[src/rtl/cmp_share_sched.sv]
// Round-robin sharing of one 1-bit magnitude-compare slice between two requesters.
// Each grant is resolved MSB-first with early exit on the first differing bit.
module cmp_share_sched #(
    parameter int WIDTH = 8
) (
    input  logic             clk,
    input  logic             rst_n,
    input  logic             req0,
    input  logic [WIDTH-1:0] a0,
    input  logic [WIDTH-1:0] b0,
    input  logic             req1,
    input  logic [WIDTH-1:0] a1,
    input  logic [WIDTH-1:0] b1,
    output logic             done0,
    output logic             done1,
    output logic             Gt,
    output logic             Eq,
    output logic             Lt,
    output logic             busy
);
    localparam int IW = (WIDTH > 2) ? $clog2(WIDTH) : 1;

    typedef enum logic [1:0] {IDLE, SCAN, DONE} state_e;

    state_e           state_q;
    logic [WIDTH-1:0] a_q, b_q;
    logic [IW-1:0]    idx_q;
    logic             gid_q;
    logic             last_q;

    logic a_bit, b_bit, bit_gt, bit_lt;
    logic gnt_vld, gnt_id;

    assign a_bit  = a_q[idx_q];
    assign b_bit  = b_q[idx_q];
    assign bit_gt = a_bit & ~b_bit;
    assign bit_lt = ~a_bit & b_bit;

    // On a tie the port that did not win last time gets the slice.
    assign gnt_vld = req0 | req1;
    assign gnt_id  = (req0 & req1) ? ~last_q : req1;

    // busy/done are registered from the current state, so they lag it by one cycle.
    always_ff @(posedge clk or negedge rst_n) begin
        if (!rst_n) begin
            state_q <= IDLE;
            a_q     <= '0;
            b_q     <= '0;
            idx_q   <= '0;
            gid_q   <= 1'b0;
            last_q  <= 1'b1;
            done0   <= 1'b0;
            done1   <= 1'b0;
            Gt      <= 1'b0;
            Eq      <= 1'b0;
            Lt      <= 1'b0;
            busy    <= 1'b0;
        end else begin
            busy  <= (state_q != IDLE);
            done0 <= (state_q == DONE) && !gid_q;
            done1 <= (state_q == DONE) &&  gid_q;
            case (state_q)
                IDLE: begin
                    if (gnt_vld) begin
                        a_q     <= gnt_id ? a1 : a0;
                        b_q     <= gnt_id ? b1 : b0;
                        gid_q   <= gnt_id;
                        last_q  <= gnt_id;
                        idx_q   <= IW'(WIDTH - 1);
                        state_q <= SCAN;
                    end
                end
                SCAN: begin
                    if (bit_gt) begin
                        {Gt, Eq, Lt} <= 3'b100;
                        state_q      <= DONE;
                    end else if (bit_lt) begin
                        {Gt, Eq, Lt} <= 3'b001;
                        state_q      <= DONE;
                    end else if (idx_q == '0) begin
                        {Gt, Eq, Lt} <= 3'b010;
                        state_q      <= DONE;
                    end else begin
                        idx_q <= idx_q - 1'b1;
                    end
                end
                DONE:    state_q <= IDLE;
                default: state_q <= IDLE;
            endcase
        end
    end
endmodule

[config.mk]
export PLATFORM = sky130hd
export DESIGN_NAME = cmp_share_sched
export DESIGN_NICKNAME = d
export VERILOG_FILES = /design/src/rtl/cmp_share_sched.sv
export SDC_FILE = /design/constraint.sdc
export NUM_CORES = 1
export LEC_CHECK = 0
export CAP_MARGIN = 20
export CORE_MARGIN = 1
export CORE_UTILIZATION = 51
export CTS_CLUSTER_DIAMETER = 30
export DETAILED_ROUTE_END_ITERATION = 10
export PLACE_DENSITY = 0.84
export SYNTH_ARGS = -nofsm -noshare
export SYNTH_HDL_FRONTEND = slang
export SYNTH_SLANG_ARGS = --single-unit
[constraint.sdc]
create_clock -name clk -period 4.1 [get_ports clk]
set_input_delay 0.82 -clock clk [delete_from_list [all_inputs] [get_ports clk]]
set_output_delay 0.82 -clock clk [all_outputs]
set_load 0.02 [all_outputs]
==> summary.txt, run 1 <==
Timing
  – Peak Freq: 414 MHz
  – Period Utilization, post-route: 0.590
  – Final setup vio count: 0
  – Skew final: 0.00537 ns
  – Hold_ws: 0.444 ns
  – Unrepaired setup endpoints after global routing: no
  – Min Tclk post-route: 2.42 ns
  – Setup TNS: 0 ns
  – Final Hold Vio Count: 0
  – Fin. max-slew vios: 0
  – Worst rel slew slack: 0.612
  – Worst-margin pin slew: 0.583 ns

Min path
  – Hold Path End: done0
  – Worst Hold Path Cells: 1
  – Hold crit path type: reg -> reg
  – Hold Path Origin: gid_q

Global route
  – Largest net degree at the start of global routing: 30
  – GR Util All Layers: 0.209
  – Gr ovfl total: 0
  – Initial antenna violation count: 0
  – Number of global-route vias before repair: 1202
  – First-pass GRT wire length: 5120 um

Drt
  – Antenna viol nets, final: 0
  – Drt wl/cell: 14.5 um
  – Final wirelength: 2910 um
  – Iteration count of the initial detailed-routing pass: 6
  – Detailed router's first-iteration violation count: 16
  – Drt via density: 5.68
  – # DRC: 0
  – Vias: 1141

Clock network
  – Post_cts resized: 0
  – Worst-case clock buffer depth: 2
  – Root Buffer: clkbuf_4
  – H-tree Lvls: 2
  – Clk slew on worst S/H paths: 0.09 ns
  – Post-CTS Hold Buffers: 0
  – CTS sink count: 29
  – Post-CTS Setup Bufs: 0
  – CTS tree: yes
  – CTS Buf Count: 5
  – Clock Latency Late Sink: 0.32 ns

Finish
  – Filler cells: 217
  – Most frequent cells in the layout: clkdlybuf4s50_1 (41), a21oi_1 (33), dfrtp_1 (28)
  – Layout net count: 211
  – Share of layout cells above drive strength 1: 0.106
  – Antenna diodes: 0
  – Util after Layout: 0.707
  – Commonest non-fill, non-tap cell in the layout: clkdlybuf4s50_1
  – Area growth syn-to-layout: 29.9%

Setup path
  – Crit Path Class: reg -> reg
  – CP Max Fanout: 7
  – Crit path launch type: flip-flop
  – Reg2reg path depth: 7
  – Critical Path RT: 4.30 ns
  – Launching point of the worst reg2reg path: idx_q[0]
  – CP Data Arrival Time: 2.62 ns
  – Reg2reg setup slack: 1.68 ns
  – Crit. End Element: flip-flop
  – R2R Path End: idx_q[2]

Floorplan
  – Core area: 2780 um^2
  – Row cnt: 19
  – Die area: 3190 um^2
  – I/O pin count: 42
  – Chip width: 56.5 um
  – Initial Utilization: 0.544
  – Die Height: 56.5 um

Power
  – Switching power: 0.000485 W
  – Combinational share of power: 0.470
  – Pwr Density: 658 nW/um^2
  – Cell internal pwr: 0.000810 W
  – Clock power frac: 0.134
  – Reg power frac: 0.396
  – Sw Ratio: 0.374
  – Max VDD drop: 0.679 mV
  – Leak: 0.889 nW

Yosys
  – Post-synthesis sequential area ratio: 0.480
  – Mapped Cells: 129
  – #FFs+latches synth: 29
  – Synthesized Nets: 170
  – Syn. warnings: 0
  – Synth cell types: 29
  – Avg Cell Area, Syn: 11.7 um^2
  – Synth Cell Area: 1510 um^2

Run status
  – Status: complete, no violations

Placement
  – RePlAce Congestion: 0.753
  – Buffers added on ports: 41
  – HPWL after DPL: 2180 um

Run
  – Max-Cap Viols: 0
==> layer usage <==
| layer | part of all wire | GRT usage |
|---|---|---|
| met1 | 0.42 | 0.242 |
| met2 | 0.53 | 0.376 |
| met3 | 0.050 | 0.0691 |
| met4 | 0.0041 | 0.0418 |
| met5 | 0 | 0 |
==> how the worst max path moves through the flow <==
| stage | start | to | slack (ns) | cells after the start |
|---|---|---|---|---|
| floorplan | idx_q[0] | Gt | 1.96 | 7 |
| global placement | req0 | gid_q | 1.68 | 4 |
| detailed placement | req0 | last_q | 1.63 | 4 |
| CTS | idx_q[0] | idx_q[2] | 1.66 | 7 |
| global route | idx_q[0] | idx_q[2] | 1.43 | 7 |
| finish | idx_q[0] | idx_q[2] | 1.68 | 7 |
==> cell type report <==
type,instances,area (um^2),area share
repair buffers,43,425,0.216
flip-flops and latches,29,727,0.370
well taps,31,38.8,0.0197
inverters,7,26.3,0.0134
multi-input cells,84,694,0.353
clock buffers,7,55.1,0.0280
==> cell usage after synthesis (all sizes together) <==
| master | instances | area (um^2) |
|---|---|---|
| a21bo | 1 | 10.0 |
| a21oi | 34 | 174 |
| a221oi | 1 | 8.76 |
| a31o | 1 | 8.76 |
| a31oi | 1 | 6.26 |
| and2 | 2 | 15.0 |
| buf | 7 | 58.8 |
| clkbuf | 2 | 7.51 |
| dfrtp | 28 | 701 |
| dfstp | 1 | 26.3 |
| ha | 5 | 62.6 |
| inv | 7 | 26.3 |
| mux2 | 2 | 22.5 |
| mux2i | 21 | 210 |
| mux4 | 4 | 90.1 |
| nand2b | 2 | 12.5 |
| nand3 | 2 | 10.0 |
| nor2 | 1 | 3.75 |
| nor2b | 1 | 6.26 |
| nor3b | 2 | 15.0 |
| nor4b | 1 | 15.0 |
| o22a | 1 | 8.76 |
| o31a | 1 | 8.76 |
| or2 | 1 | 6.26 |
==> metrics by stage <==
stage          total power [W]  instances  setup WS (ns)  cell area, um^2
3_5_place_dp           0.00112        194           1.63             1910
3_3_place_gp           0.00110        194           1.68             1910
6_report               0.00130        201           1.68             1970
2_1_floorplan         0.000965        129           1.96             1510
5_1_grt                0.00140        201           1.43             1970
4_1_cts                0.00130        201           1.66             1970
==> logic make-up after synthesis <==
kind of cell | after synthesis | synth area share
buffers and inverters | 16 | 0.0612
DFF | 29 | 0.480
AOI/OAI and AO/OA | 40 | 0.149
and+or+nand+nor | 12 | 0.0554
adders and majority gates | 5 | 0.0413
muxes | 27 | 0.213
==> flip-flops by register name (all words and copies together) (netlist names) <==
name and cells:
Eq 1, Gt 1, done0 1, state_q 2, gid_q 1, busy 1, a_q 8, Lt 1
b_q 8, idx_q 3, last_q 1, done1 1
==> worst max-delay path, cell delays in order (launching register included) <==
cell and delay (ns):
dfrtp_1 0.54, mux4_2 0.55, mux2i_1 0.25, inv_1 0.08
ha_1 0.23, nor4b_2 0.36, nand3_1 0.15, mux2i_1 0.14
==> power groups by stage <==
stage / clock network (W) / logic (W) / registers (W)
floorplan: 0 / 0.000459 / 0.000506
global placement: 0 / 0.000588 / 0.000512
detailed placement: 0 / 0.000606 / 0.000518
CTS: 0.000178 / 0.000613 / 0.000514
global route: 0.000190 / 0.000680 / 0.000529
finish: 0.000173 / 0.000609 / 0.000512
(Power assumes the default switching activity.)
==> inputs of run 2 (changes only) <==
--- a/config.mk
+++ b/config.mk
@@ -7,10 +7,10 @@
 export LEC_CHECK = 0
 export CAP_MARGIN = 20
 export CORE_MARGIN = 1
-export CORE_UTILIZATION = 51
+export CORE_UTILIZATION = 43
 export CTS_CLUSTER_DIAMETER = 30
 export DETAILED_ROUTE_END_ITERATION = 10
-export PLACE_DENSITY = 0.84
+export PLACE_DENSITY = 0.76
 export SYNTH_ARGS = -nofsm -noshare
 export SYNTH_HDL_FRONTEND = slang
 export SYNTH_SLANG_ARGS = --single-unit
==> constraint.sdc (replaced) <==
create_clock -name clk -period 2.2 [get_ports clk]
set_input_delay 0.44 -clock clk [delete_from_list [all_inputs] [get_ports clk]]
set_output_delay 0.44 -clock clk [all_outputs]
set_load 0.02 [all_outputs]
==> run 2 against run 1 <==
The flow now finishes with violations (setup timing). Largest cell class is now multi-input gates. Maximum frequency up 9.8%. Register-to-register slack worse by 1.7 ns. Highest routed layer unchanged. Cell count up 13%.
==> summary.txt, run 2 (same netlist as run 1, synthesis figures left out) <==
Finish
  – Area growth syn-to-layout: 40.4%
  – Antenna diodes: 0
  – Largest registers: a_q (8), b_q (8), idx_q (3)
  – Post-Layout Cell Count: 227
  – Most frequent cells in the layout: clkdlybuf4s50_1 (41), a21oi_1 (33), dfrtp_1 (27)
  – Share of layout cells above drive strength 1: 0.193
  – Layout net count: 221
  – Util after Layout: 0.632
  – Filler cells: 304
  – Commonest non-fill, non-tap cell in the layout: clkdlybuf4s50_1

Floorplan
  – I/O pin count: 42
  – Die Height: 61.3 um
  – Chip width: 61.3 um
  – Row cnt: 21
  – Initial Utilization: 0.450
  – Die area: 3760 um^2
  – Core area: 3360 um^2

Setup path
  – CP Max Fanout: 5
  – Slowest CP cell: mux4_2
  – WP buf/inv: 1
  – Crit path launch type: flip-flop
  – Reg2reg path depth: 7
  – Crit. End Element: flip-flop
  – CP most frequent cell: mux2i_1
  – CP Data Arrival Time: 2.40 ns
  – R2R Path End: idx_q[2]
  – Top Family by Delay on Critical Path: multiplexers
  – Critical Path RT: 2.40 ns
  – Reg2reg setup slack: -0.002 ns
  – CP max stage delay: 0.52 ns
  – Launching point of the worst reg2reg path: idx_q[0]
  – Crit Path Class: reg -> reg
  – Cell Chain, Critical Path: mux4_2 > mux2i_1 > inv_1 > ha_4 > nor4b_4 > nand3_1 > mux2i_1

Min path
  – Hold Path End: done0
  – Hold Path Origin: gid_q
  – Worst Hold Path Cells: 1
  – Hold crit path type: reg -> reg

Drt
  – Final wirelength: 3190 um
  – Vias: 1191
  – Iteration count of the initial detailed-routing pass: 4
  – Met3 wire length: 155 um
  – Drt wl/cell: 14.0 um
  – M1 WL: 1390 um
  – Drt via density: 5.25
  – Antenna viol nets, final: 0
  – Wire length on met2: 1600 um
  – # DRC: 0
  – Detailed router's first-iteration violation count: 39
  – Top Layer Used: met4

Global route
  – Number of global-route vias before repair: 1136
  – First-pass GRT wire length: 5190 um
  – GR Util All Layers: 0.196
  – Gr ovfl total: 0
  – Largest net degree at the start of global routing: 30
  – Initial antenna violation count: 0

Timing
  – Skew final: 0.00715 ns
  – Peak Freq: 454 MHz
  – Setup TNS: -0.00166 ns
  – Worst rel slew slack: 0.758
  – Worst setup margin: -0.00166 ns
  – Period Utilization, post-route: 1.00
  – Final setup vio count: 1
  – Min Tclk post-route: 2.20 ns
  – Worst-margin pin slew: 0.363 ns
  – Final Hold Vio Count: 0
  – Fin. max-slew vios: 0
  – Unrepaired setup endpoints after global routing: yes

Clock network
  – H-tree Lvls: 2
  – Clock Latency Late Sink: 0.33 ns
  – CTS Buf Count: 5
  – Clk slew on worst S/H paths: 0.09 ns
  – CTS tree: yes
  – Root Buffer: clkbuf_4
  – Worst-case clock buffer depth: 2
  – CTS sink count: 29

Placement
  – Buffers added on ports: 41
  – Placed instance count: 216
  – HPWL after DPL: 2220 um
  – RePlAce Congestion: 0.808

Run
  – Max-Cap Viols: 0

Run status
  – Status: finished, violations left
  – Violated checks: setup timing

Power
  – Leak: 0.946 nW
  – Pwr Density: 1370 nW/um^2
  – Max VDD drop: 0.487 mV
-- run 2: worst max-delay path by stage --
stage	startpoint	end	slack, ns	cells after the start
after floorplan	idx_q[0]	Gt	0.06	7
after global placement	idx_q[0]	idx_q[1]	-0.12	7
after detailed placement	idx_q[0]	idx_q[1]	-0.26	7
after CTS	idx_q[0]	idx_q[1]	-0.04	7
after global routing	idx_q[0]	idx_q[2]	-0.11	7
final	idx_q[0]	idx_q[2]	-0.002	7
-- run 2: repair_timing --
item,in CTS,in global routing
hold buffers,0,0
gates resized for setup,6,6
cloned,0,0
buffers inserted,2,1
pin swaps,4,3
setup endpoints to repair,6,5
-- run 2: report_power, final --
group	total [W]	internal, W	switching [W]
registers	0.000955	0.000783	0.000172
clock network	0.000297	0.000121	0.000176
logic	0.00165	0.000916	0.000733
total	0.00290	0.00182	0.00108
-- run 2: final cells by class --
| cell class | instances | area [um^2] | area share |
|---|---|---|---|
| clock buffers | 6 | 41.3 | 0.0194 |
| flip-flops and latches | 29 | 728 | 0.343 |
| repair buffers | 53 | 504 | 0.237 |
| clock inverters | 2 | 10.0 | 0.00471 |
| inverters | 7 | 26.3 | 0.0124 |
| well taps | 46 | 57.6 | 0.0271 |
| multi-input cells | 84 | 758 | 0.357 |
-- run 2: worst register-to-register path, cell delays in order, from the launching register on --
cell and delay [ns]:
dfrtp_2 0.45, mux4_2 0.52, mux2i_1 0.19, inv_1 0.12, ha_4 0.18, nor4b_4 0.33
nand3_1 0.14, mux2i_1 0.14
-- run 2: stage by stage --
step / instance area [um^2] / worst slack [ns] / power, W / hold WS [ns]
2_1_floorplan: 1510 / 0.0609 / 0.00180 / 0.144
3_3_place_gp: 1980 / -0.119 / 0.00219 / 0.418
3_5_place_dp: 1980 / -0.259 / 0.00226 / 0.425
4_1_cts: 2080 / -0.0361 / 0.00269 / 0.438
5_1_grt: 2130 / -0.111 / 0.00312 / 0.484
6_report: 2130 / -0.00166 / 0.00290 / 0.436
-- run 2: layer usage --
layer,track usage,vias up
met3,0.0693,6
met4,0.0667,0
met1,0.257,578
met2,0.304,38
li1,-,569
met5,0,-
==> inputs of run 3 (changes only) <==
--- a/config.mk
+++ b/config.mk
@@ -5,12 +5,13 @@
 export SDC_FILE = /design/constraint.sdc
 export NUM_CORES = 1
 export LEC_CHECK = 0
+export ABC_AREA = 1
 export CAP_MARGIN = 20
 export CORE_MARGIN = 1
-export CORE_UTILIZATION = 43
+export CORE_UTILIZATION = 44
 export CTS_CLUSTER_DIAMETER = 30
 export DETAILED_ROUTE_END_ITERATION = 10
-export PLACE_DENSITY = 0.76
+export PLACE_DENSITY = 0.75
 export SYNTH_ARGS = -nofsm -noshare
 export SYNTH_HDL_FRONTEND = slang
 export SYNTH_SLANG_ARGS = --single-unit
==> run 3 against run 2 <==
The flow now finishes without violations. Global-route usage increased by 0.36 points. Clock power grew 48%. Wire length grew 7.3%. Die area up 10%. Synthesized area grew 13%. Largest cell class unchanged. Combinational power shrank 8%. Cell count is 47% higher. Total power up 0.57%.
==> summary.txt, run 3 <==
Run status
  – Status: complete, no violations

Yosys
  – Synth cell types: 20
  – Asr flop ratio synth: 1.00
  – Most frequent cell after synthesis: nand2_1
  – Synth Cell Area: 1710 um^2
  – Post-synth top area share: 0.410
  – Mapped Cells: 241
  – EDFF count, synth: 0
  – Synthesized Nets: 282
  – Synth area leader: dfrtp_1
  – #FFs+latches synth: 29
  – Post-synthesis sequential area ratio: 0.425
  – Avg Cell Area, Syn: 7.10 um^2
  – Syn. warnings: 0
  – Top post-synthesis cells by area: dfrtp_1 (41%), nand2_1 (27%), nand3_1 (9.7%), inv_1 (4.4%), ha_1 (3.7%)
  – Main synth FF type: dfrtp_1
  – Post-synth top cells: nand2_1 (123), nand3_1 (33), dfrtp_1 (28)

Floorplan
  – Initial Utilization: 0.464
  – Die Height: 64.3 um
  – I/O pin count: 42
  – Row cnt: 22
  – Die area: 4140 um^2
  – Core area: 3690 um^2
  – Chip width: 64.3 um

Clock network
  – CTS tree: yes
  – Clk slew on worst S/H paths: 0.06 ns
  – Root Buffer: clkbuf_8
  – Post-CTS Setup Bufs: 0
  – CTS sink count: 29
  – Clock Latency Late Sink: 0.28 ns
  – Worst-case clock buffer depth: 2
  – CTS Buf Count: 5
  – H-tree Lvls: 2

Finish
  – Layout net count: 326
  – Commonest non-fill, non-tap cell in the layout: nand2_1
  – Area growth syn-to-layout: 31.5%
  – Antenna diodes: 0
  – Most frequent cells in the layout: nand2_1 (123), clkdlybuf4s50_1 (41), nand3_1 (33)
  – Largest registers: a_q (8), b_q (8), idx_q (3)
  – Share of layout cells above drive strength 1: 0.0839

Run
  – Max-Cap Viols: 0

Power
  – Pwr Density: 1300 nW/um^2
  – Leak: 1.20 nW
  – Reg power frac: 0.330
  – Max VDD drop: 0.489 mV
  – Combinational share of power: 0.519
  – Clock power frac: 0.151
  – Pwr Total: 0.00292 W
  – Cell internal pwr: 0.00165 W
  – Sw Ratio: 0.436
  – Switching power: 0.00127 W

Setup path
  – CP Data Arrival Time: 2.05 ns
  – Reg2reg setup slack: 0.32 ns
  – CP max stage delay: 0.49 ns
  – Slowest CP cell: dfrtp_2
  – CP most frequent cell: nand2_1
  – Crit path launch type: flip-flop
  – Reg2reg path depth: 11
  – CP Max Fanout: 11
  – Cell Chain, Critical Path: clkinvlp_4 > nand2_1 > nand3_1 > nand3_1 > nand2_1 > ha_1 > nand2_1 > nand2_1 > inv_2 > nand2_1 > nand2_1
  – Critical Path RT: 2.37 ns
  – Launching point of the worst reg2reg path: idx_q[0]
  – Crit. End Element: flip-flop
  – Crit Path Class: reg -> reg
  – Crit path from: idx_q[0]

Drt
  – Top Layer Used: met4
  – Met3 wire length: 166 um
  – Drt wl/cell: 10.2 um
  – Iteration count of the initial detailed-routing pass: 4
  – Antenna viol nets, final: 0
  – M1 WL: 1600 um
  – Vias: 1553
  – Drt via density: 4.65
  – # DRC: 0
  – Final wirelength: 3420 um
  – Wire length on met2: 1600 um
  – Detailed router's first-iteration violation count: 73

Global route
  – GR Util All Layers: 0.200
  – First-pass GRT wire length: 6380 um
  – Initial antenna violation count: 0
  – Number of global-route vias before repair: 1520
  – Gr ovfl total: 0
  – Largest net degree at the start of global routing: 30

Min path
  – Hold Path Origin: gid_q
  – Hold crit path type: reg -> reg
  – Worst Hold Path Cells: 1

Placement
  – Buffers added on ports: 41
  – RePlAce Congestion: 0.887
  – HPWL after DPL: 2630 um

Timing
  – Skew final: 0.00264 ns
  – Unrepaired setup endpoints after global routing: no
  – Final setup vio count: 0
  – Setup TNS: 0 ns
  – Worst-margin pin slew: 0.362 ns
  – Worst rel slew slack: 0.759
  – Final Hold Vio Count: 0
  – Peak Freq: 531 MHz
  – Fin. max-slew vios: 0
  – Period Utilization, post-route: 0.855
  – Min Tclk post-route: 1.88 ns
-- run 3: cell types whose count changed after synthesis, moves of 3 or more --
cell / previous run / this run
nand3_1: 2 / 33
a21oi_1: 33 / 0
inv_2: 0 / 3
nand2_1: 0 / 123
o21ai_0: 0 / 5
inv_1: 7 / 20
nor2_4: 0 / 3
mux4_2: 4 / 0
mux2i_1: 21 / 0
-- run 3: timing repair --
item | in CTS | in global routing
gates resized for setup | 0 | 2
hold buffers | 0 | 0
setup endpoints to repair | 0 | 6
-- run 3: cell type report --
type	count	area, um^2
inverter	24	93.8
timing repair buffer	46	448
clock buffer	8	90.1
fill	364	1440
sequential	29	728
multi-input combinational	179	828
tap	48	60.1
-- run 3: power groups by stage --
stage                     clock network (W)  registers [W]  logic, W
after detailed placement                  0       0.000970   0.00151
after global routing               0.000482       0.000999   0.00176
after CTS                          0.000455       0.000961   0.00152
after floorplan                           0       0.000947   0.00115
after global placement                    0       0.000959   0.00148
final                              0.000440       0.000964   0.00151
-- run 3: worst max-delay path: cells and delay by family (launching register included) --
| family | cells | cell delay (ns) |
|---|---|---|
| fa+ha+maj | 1 | 0.33 |
| buf+inv | 2 | 0.30 |
| simple gates | 8 | 0.67 |
| flops | 1 | 0.49 |
-- run 3: path summary, 6_finish.rpt --
check,end
setup / recovery,Eq
hold / removal,done0
setup reg to reg,Eq
hold reg to reg,done0
max in group asynchronous,last_q
min in group asynchronous,busy
-- run 3: layer usage --
| metal | vias up | track usage |
|---|---|---|
| met1 | 673 | 0.246 |
| met2 | 45 | 0.338 |
| li1 | 827 | - |
| met3 | 8 | 0.0429 |
| met4 | 0 | 0.0778 |
| met5 | - | 0 |
-- run 3: cell families after synthesis --
logic type | count (synthesis) | synth area share
fa+ha+maj | 5 | 0.0366
buf+inv | 33 | 0.0907
simple gates | 166 | 0.416
flops | 29 | 0.425
xor+xnor | 1 | 0.00512
compound gates | 7 | 0.0271
-- run 3: metrics by stage --
stage	setup WS (ns)	hold slack, ns	utilization	instances	instance area, um^2
2_1_floorplan	0.652	0.144	-	241	1710
3_3_place_gp	0.254	0.414	0.584	326	2150
3_5_place_dp	0.162	0.426	0.584	326	2150
4_1_cts	0.131	0.433	0.608	334	2240
5_1_grt	0.114	0.460	0.610	334	2250
6_report	0.318	0.427	0.610	334	2250
